===== src/rtl/bloom_filter_engine.sv =====
// Bloom-filter engine for a custom-instruction unit: insert/check keys against a bit array
// using up to four multiplicative hashes, with word-at-a-time clear and a response handshake.
module bloom_filter_engine #(
  parameter int unsigned NUM_BITS = 256,
  parameter int unsigned NUM_HASH = 3
) (
  input  logic        clk_i,
  input  logic        rst_ni,
  input  logic        cmd_valid_i,
  output logic        cmd_ready_o,
  input  logic [1:0]  cmd_op_i,
  input  logic [31:0] cmd_data_i,
  output logic        rsp_valid_o,
  input  logic        rsp_ready_i,
  output logic        rsp_match_o,
  output logic        rsp_err_o,
  output logic [15:0] fill_count_o
);

  localparam int unsigned IDX_W     = $clog2(NUM_BITS);
  localparam int unsigned NUM_WORDS = NUM_BITS / 32;
  localparam int unsigned WORD_W    = $clog2(NUM_WORDS);

  localparam logic [1:0]        HashLast = 2'(NUM_HASH - 1);
  localparam logic [WORD_W-1:0] ClrLast  = WORD_W'(NUM_WORDS - 1);

  localparam logic [1:0] OpInsert = 2'b00;
  localparam logic [1:0] OpCheck  = 2'b01;
  localparam logic [1:0] OpClear  = 2'b10;

  localparam logic [31:0] Seeds [4] = '{32'h9E3779B1, 32'h85EBCA77, 32'hC2B2AE3D, 32'h27D4EB2F};

  typedef enum logic [1:0] {StIdle, StHash, StClear, StResp} state_e;

  state_e              state_q, state_d;
  logic [NUM_BITS-1:0] bits_q, bits_d;
  logic [31:0]         key_q, key_d;
  logic [1:0]          op_q, op_d;
  logic [1:0]          hash_cnt_q, hash_cnt_d;
  logic [WORD_W-1:0]   clr_cnt_q, clr_cnt_d;
  logic                match_q, match_d;
  logic                err_q, err_d;
  logic [15:0]         fill_q, fill_d;

  logic [31:0]         prod;
  logic [IDX_W-1:0]    idx;

  // Index is the top bits of the low 32-bit product word.
  assign prod = key_q * Seeds[hash_cnt_q];
  assign idx  = prod[31 -: IDX_W];

  always_comb begin
    state_d    = state_q;
    bits_d     = bits_q;
    key_d      = key_q;
    op_d       = op_q;
    hash_cnt_d = hash_cnt_q;
    clr_cnt_d  = clr_cnt_q;
    match_d    = match_q;
    err_d      = err_q;
    fill_d     = fill_q;

    unique case (state_q)
      StIdle: begin
        if (cmd_valid_i) begin
          key_d      = cmd_data_i;
          op_d       = cmd_op_i;
          hash_cnt_d = '0;
          clr_cnt_d  = '0;
          err_d      = 1'b0;
          match_d    = 1'b0;
          if (cmd_op_i == OpInsert || cmd_op_i == OpCheck) begin
            match_d = 1'b1;
            state_d = StHash;
          end else if (cmd_op_i == OpClear) begin
            state_d = StClear;
          end else begin
            err_d   = 1'b1;
            state_d = StResp;
          end
        end
      end
      StHash: begin
        // Registered array: a repeated index sees the bit set by an earlier hash.
        match_d = match_q & bits_q[idx];
        if (op_q == OpInsert) bits_d[idx] = 1'b1;
        if (hash_cnt_q == HashLast) state_d = StResp;
        else hash_cnt_d = hash_cnt_q + 2'd1;
      end
      StClear: begin
        bits_d[{clr_cnt_q, 5'b0} +: 32] = '0;
        if (clr_cnt_q == ClrLast) begin
          fill_d  = '0;
          state_d = StResp;
        end else begin
          clr_cnt_d = clr_cnt_q + 1'b1;
        end
      end
      StResp: begin
        if (rsp_ready_i) begin
          state_d = StIdle;
          if (op_q == OpInsert && fill_q != 16'hFFFF) fill_d = fill_q + 16'd1;
        end
      end
      default: state_d = StIdle;
    endcase
  end

  always_ff @(posedge clk_i or negedge rst_ni) begin
    if (!rst_ni) begin
      state_q    <= StIdle;
      bits_q     <= '0;
      key_q      <= '0;
      op_q       <= '0;
      hash_cnt_q <= '0;
      clr_cnt_q  <= '0;
      match_q    <= 1'b1;
      err_q      <= 1'b0;
      fill_q     <= '0;
    end else begin
      state_q    <= state_d;
      bits_q     <= bits_d;
      key_q      <= key_d;
      op_q       <= op_d;
      hash_cnt_q <= hash_cnt_d;
      clr_cnt_q  <= clr_cnt_d;
      match_q    <= match_d;
      err_q      <= err_d;
      fill_q     <= fill_d;
    end
  end

  assign cmd_ready_o  = (state_q == StIdle);
  assign rsp_valid_o  = (state_q == StResp);
  assign rsp_match_o  = rsp_valid_o & match_q;
  assign rsp_err_o    = rsp_valid_o & err_q;
  assign fill_count_o = fill_q;

endmodule


===== config.mk =====
export PLATFORM = sky130hd
export DESIGN_NAME = bloom_filter_engine
export DESIGN_NICKNAME = d
export VERILOG_FILES = /design/src/rtl/bloom_filter_engine.sv
export SDC_FILE = /design/constraint.sdc
export NUM_CORES = 2
export LEC_CHECK = 0
export ABC_AREA = 0
export BUFFER_PORTS_ARGS = -buffer_cell sky130_fd_sc_hd__buf_4
export CAP_MARGIN = 25
export CORE_MARGIN = 3
export CORE_UTILIZATION = 55
export CTS_CLUSTER_DIAMETER = 100
export CTS_CLUSTER_SIZE = 16
export DETAILED_ROUTE_END_ITERATION = 12
export GPL_TIMING_DRIVEN = 0
export HOLD_SLACK_MARGIN = 0.02
export PLACE_DENSITY = 0.8
export SLEW_MARGIN = 20
export SYNTH_ARGS = -nofsm -noshare
export SYNTH_HDL_FRONTEND = slang
export SYNTH_SLANG_ARGS = --single-unit

===== constraint.sdc =====
create_clock -name clk_i -period 10.1 [get_ports clk_i]
set_input_delay 1.515 -clock clk_i [delete_from_list [all_inputs] [get_ports clk_i]]
set_output_delay 1.515 -clock clk_i [all_outputs]
set_load 0.02 [all_outputs]

# Word-level counts from Yosys, hierarchy flattened
# Index checks and enable logic that the tools add are counted.
# word_totals
inputBits	38
elab_cells	89
output_inout_bits	20
regBits	315
# classes
n_shift	2
muxes	32
eq_ne	16
reduce_logical	17
bitwise	5
multipliers	1
n_lt_le_gt_ge	3
n_addsub	4
# ops
op	count
case mux 256 bit (2 select lines)	1
bitwise mux 256 bit	1
2-to-1 mux 256 bit	1
bitwise OR 256 bit	1
variable shift 32 x 10 -> 256 bit (first input constant)	1
variable part select 32 x 10 -> 256 bit (first input constant)	1
binary-select mux 32 bit (select 2 bit)	1
2-to-1 mux 32 bit	2
2-to-1 mux 16 bit	3
multiplier 32 x 32 -> 32 bit	1
case mux 16 bit (2 select lines)	1
adder 16 x 1 -> 16 bit (second input constant)	1
!= test 16 bit (second input constant)	1
2-to-1 mux 2 bit	7
!= test 2 bit (second input constant)	6
negation 8 -> 10 bit	1
< comparator 8 x 9 -> 1 bit (second input constant)	1
binary-select mux 1 bit (select 8 bit)	1
demux 1 bit (select 8 bit)	1
== test 2 bit (second input constant)	4
>= comparator 8 x 1 -> 1 bit (second input constant)	1
case mux 2 bit (4 select lines)	1
AND reduction 4 bit	2
nonzero test 2 bit	4
18 further kinds	35

# Logic depth before layout (Yosys ltp)
# depth
word_depth	12
depth_mapped	37

# Worst setup path after synthesis
# OpenSTA, ideal clock, no wires.
# synth_timing
kind	register to register
start	reg hash_cnt_q[1]
end	reg match_q
stages_incl_launch_ff	34
slack_ps	755
period_less_slack_ps	9345
arrival_time_ps	9267
required_time_ps	10021
n_path_buf	5
cell_sequence	dfrtp_1 -> clkbuf_1 -> clkinv_1 -> clkbuf_1 -> ha_1 -> clkbuf_1 -> clkbuf_1 -> nor2_1 -> fa_1 -> fa_1 -> fa_1 -> inv_1 -> fa_1 -> inv_1 -> fa_1 -> inv_1 -> fa_1 -> inv_1 -> fa_1 -> fa_1 -> ha_1 -> a211oi_1 -> o211ai_1 -> o21ai_0 -> or3b_4 -> xor2_4 -> buf_2 -> mux4_2 -> nand2_1 -> a21oi_1 -> o31ai_1 -> nor4_1 -> or3_1 -> a41o_1
# synth_between
elab_chain_cells	9
# synth_rtl
item	line_no	rtl
from (decl)	39	logic [1:0] hash_cnt_q, hash_cnt_d;
from (signal assigned)	125	hash_cnt_q <= hash_cnt_d;
inverter 2 -> 3 bit (implied by the code)	49	assign prod = key_q * Seeds[hash_cnt_q];
binary-select mux 32 bit (select 2 bit)	49	
2-to-1 mux 32 bit (implied by the code) (2 in a row)	49	
multiplier 32 x 32 -> 32 bit	49	
binary-select mux 1 bit (select 8 bit)	85	match_d = match_q & bits_q[idx];
2-to-1 mux 1 bit (implied by the code)	85	
bitwise AND 1 bit	85	
case mux 1 bit (2 select lines)	63	unique case (state_q)
to (signal assigned)	127	match_q <= match_d;
to (decl)	41	logic match_q, match_d;
# No other way between the ends. The select of a mux whose other input is x is not followed.
# A chain may end at the register's enable or synchronous reset.

# Worst setup path in the final report
# layout_timing
start	reg key_q[2]
end	reg match_q
# layout_between
elab_chain_cells	5
# layout_rtl
item	line_no	rtl
from (decl)	37	logic [31:0] key_q, key_d;
from (signal assigned)	123	key_q <= key_d;
multiplier 32 x 32 -> 32 bit	49	
binary-select mux 1 bit (select 8 bit)	85	
2-to-1 mux 1 bit (implied by the code)	85	
bitwise AND 1 bit	85	
case mux 1 bit (2 select lines)	63	
# No other way between the ends. The select of a mux whose other input is x is not followed.

==> results.toml <==
[outcome]
status = "finished clean"

[cells_and_area]
fill_cells = 3979
final_cell_mix = "inv_1, fa_1, dfrtp_1, a22o_1, nand2_1"
mostFrequentLayoutCell = "inv_1"
nNetsFinal = 3214
drive_gt1_frac = 0.130
fin_cells = 3296
n_antenna_cell = 0
final_util = 0.617
syn2layout_area_growth_pct = 9.55

[logic_synthesis]
async_flop_share = 1.00
synth_ff_type = "dfrtp_1"
synth_seq_cells = 315
syn-num-nets = 3110
syn_inst = 2524
netlist_area_um2 = 27900
yosysSeqAreaShare = 0.283
synth_enable_flop_cells = 0
synth.distinct_cells = 61
syn_area_per_cell_um2 = 11.0
ys_warn_count = 0

[global_routing]
grt_pass1_wl_mm = 136
grt_antenna_before_repair = 0
grt_overflow = 0
grt.total_usage = 0.343
grt_max_degree = 103
grt_pass1_vias = 21900

[floorplanning]
die_h_um = 231
dieArea_um2 = 53400
ios = 58
initial_core_util = 0.563
rows = 81
core_um2 = 49500
die_x_um = 231

[worst_setup_path]
worst_ep_required_time_ns = 10.64
path_class = "flop to flop"
reg2reg_depth = 30
path_buf_inv = 7
r2r_slack_ns = 0.20
crit_path_top_delay_cell = "nor2_1"
path_max_fanout = 10
critPathArrivalTime_ns = 10.44
crit_top_cell = "fa_1"
critPathTopFamily = "adder cells"
endpoint_kind = "flop"
start_kind = "flop"
crit_path_max_incr_delay_ns = 0.77
reg2reg_from = "key_q[2]$_DFFE_PN0P_"
rr_endpoint = "match_q$_DFFE_PN1P_"

[job]
maxCapViolCount = 0

[sta]
max-slew-margin-rel = 0.293
hold_viol_final = 0
fin_crit_sh = 0.980
tightest_slew_ns = 1.06
layout_min_cycle_time_ns = 9.90
max_freq_mhz = 101
finalMaxSlewViolations = 0
finalClockSkew_ns = 0.0235
finalWorstSetupSlack_ns = 0.204
setup_violations = 0

[detailed_routing]
drt_first_pass_iters = 6
wl_per_cell_um = 27.1
drc = 0
dr_total_vias = 20500
first_iter_violations = 2033
route.detailed.vias_per_inst = 6.22
wl_mm = 89.3
ant_nets = 0

[min_path]
hold_end = "bits_q[9]$_DFFE_PN0P_"
hp-start = "bits_q[9]$_DFFE_PN0P_"
min_path_cells = 2
hold_path.class = "flop to flop"

[placed_design]
placed_cells = 3248
port_buffers = 57
pre_cts_slack_ns = -3.67
hpwl_mm = 69.3
globalplace.congestion = 1.02

[clock_network]
hold_buffers = 0
htree_levels = 1
clockBufferDepth = 3
cts-root-buf = "clkbuf_16"
worst_skew_pair.late_latency_ns = 0.60
clock-sinks = 315
tritoncts = "done"
clk_pin_slew_ns = 0.08
numCtsBuffers = 25
==> per-stage QoR <==
stage / hold slack [ns] / TNS (ns) / instance area (µm²)
floorplan: 0.442 / 0 / 27900
global placement: 0.458 / -775.93 / 29100
detailed placement: 0.470 / -790.32 / 29200
CTS: 0.486 / 0 / 30300
global route: 0.509 / -0.0270 / 30500
finish: 0.486 / 0 / 30500
==> synthesized netlist by cell type, types with 2 or more instances <==
cell type | count | area share
o31ai_1 | 3 | 0.00081
nor2_1 | 176 | 0.024
fa_1 | 403 | 0.29
clkbuf_1 | 91 | 0.012
nor3_1 | 8 | 0.0014
nor3_2 | 2 | 0.00072
nor2b_1 | 33 | 0.0074
nor2_2 | 4 | 0.00090
or4_1 | 2 | 0.00054
inv_2 | 4 | 0.00054
dfrtp_1 | 314 | 0.28
or2_1 | 2 | 0.00045
inv_1 | 427 | 0.058
nand2b_1 | 39 | 0.0088
a21oi_2 | 4 | 0.0013
xnor2_1 | 64 | 0.020
o211ai_1 | 5 | 0.0013
o21ai_0 | 54 | 0.0097
buf_1 | 5 | 0.00067
nor4_1 | 3 | 0.00067
a22o_1 | 230 | 0.072
buf_2 | 24 | 0.0043
nand3_1 | 28 | 0.0050
or3_1 | 7 | 0.0016
mux2i_1 | 8 | 0.0029
ha_1 | 145 | 0.065
mux2_2 | 34 | 0.014
nand2_1 | 197 | 0.027
a211oi_1 | 3 | 0.00081
or2_2 | 2 | 0.00045
buf_4 | 4 | 0.0011
nand4_1 | 6 | 0.0013
o22ai_1 | 6 | 0.0013
clkinv_1 | 5 | 0.00067
buf_6 | 3 | 0.0012
a21oi_1 | 34 | 0.0061
mux4_2 | 64 | 0.052
xor2_1 | 13 | 0.0041
a21o_1 | 2 | 0.00054
and2_1 | 45 | 0.010
==> logic make-up after synthesis <==
family                     Yosys count  share of synthesized area
DFF                                315                      0.283
buffers and inverters              563                     0.0783
and+or+nand+nor                    559                     0.0912
AOI/OAI and AO/OA                  353                     0.0981
muxes                              106                     0.0684
xor gates and xnor gates            80                     0.0264
adders and majority gates          548                      0.355
==> worst max path at each step <==
| stage | startpoint | end | cells after the start |
|---|---|---|---|
| floorplan | hash_cnt_q[1]$_DFFE_PN0P_ | match_q$_DFFE_PN1P_ | 33 |
| global placement | hash_cnt_q[1]$_DFFE_PN0P_ | bits_q[223]$_DFFE_PN0P_ | 29 |
| CTS | hash_cnt_q[1]$_DFFE_PN0P_ | match_q$_DFFE_PN1P_ | 34 |
| finish | key_q[2]$_DFFE_PN0P_ | match_q$_DFFE_PN1P_ | 30 |
| detailed placement | hash_cnt_q[1]$_DFFE_PN0P_ | bits_q[111]$_DFFE_PN0P_ | 29 |
| global route | hash_cnt_q[1]$_DFFE_PN0P_ | match_q$_DFFE_PN1P_ | 36 |
==> layout make-up <==
class	count	area, µm²	share of cell area
multi-input cells	1646	18100	0.591
repair buffers	84	748	0.0245
plain buffers	120	643	0.0211
clock inverters	5	63.8	0.00209
clock buffers	26	629	0.0206
flip-flops and latches	315	7890	0.258
inverters	436	1670	0.0546
well taps	664	831	0.0272
==> sequential cells by signal, indices dropped and copies added, names as in the netlist <==
| name | flops |
|---|---|
| hash_cnt_q | 2 |
| state_q | 2 |
| bits_q | 256 |
| fill_count_o | 16 |
| key_q | 32 |
| op_q | 2 |
| match_q | 1 |
| err_q | 1 |
| clr_cnt_q | 3 |
==> timing repair <==
action / in CTS / in global routing
buffers inserted: 12 / 12
gates cloned: 0 / 0
endpoints found under the setup margin: 257 / 236
pin swaps: 5 / 10
resized for setup: 85 / 63
==> tightest hold or removal path: stages (launching register included) <==
cell and delay (ns):
dfrtp_1 0.34, nand2_1 0.05, o21ai_0 0.06
==> routing by layer <==
layer	vias up	GRT usage	wire, µm	part of all wire
li1	8365	-	-	-
met1	10600	0.458	33900	0.38
met2	1261	0.535	40900	0.46
met3	298	0.0806	9220	0.10
met4	0	0.167	5340	0.060
met5	-	0	0	0
Power is not shown: default switching activity piles up to over one toggle a cycle in this logic, so the estimate is an artifact.
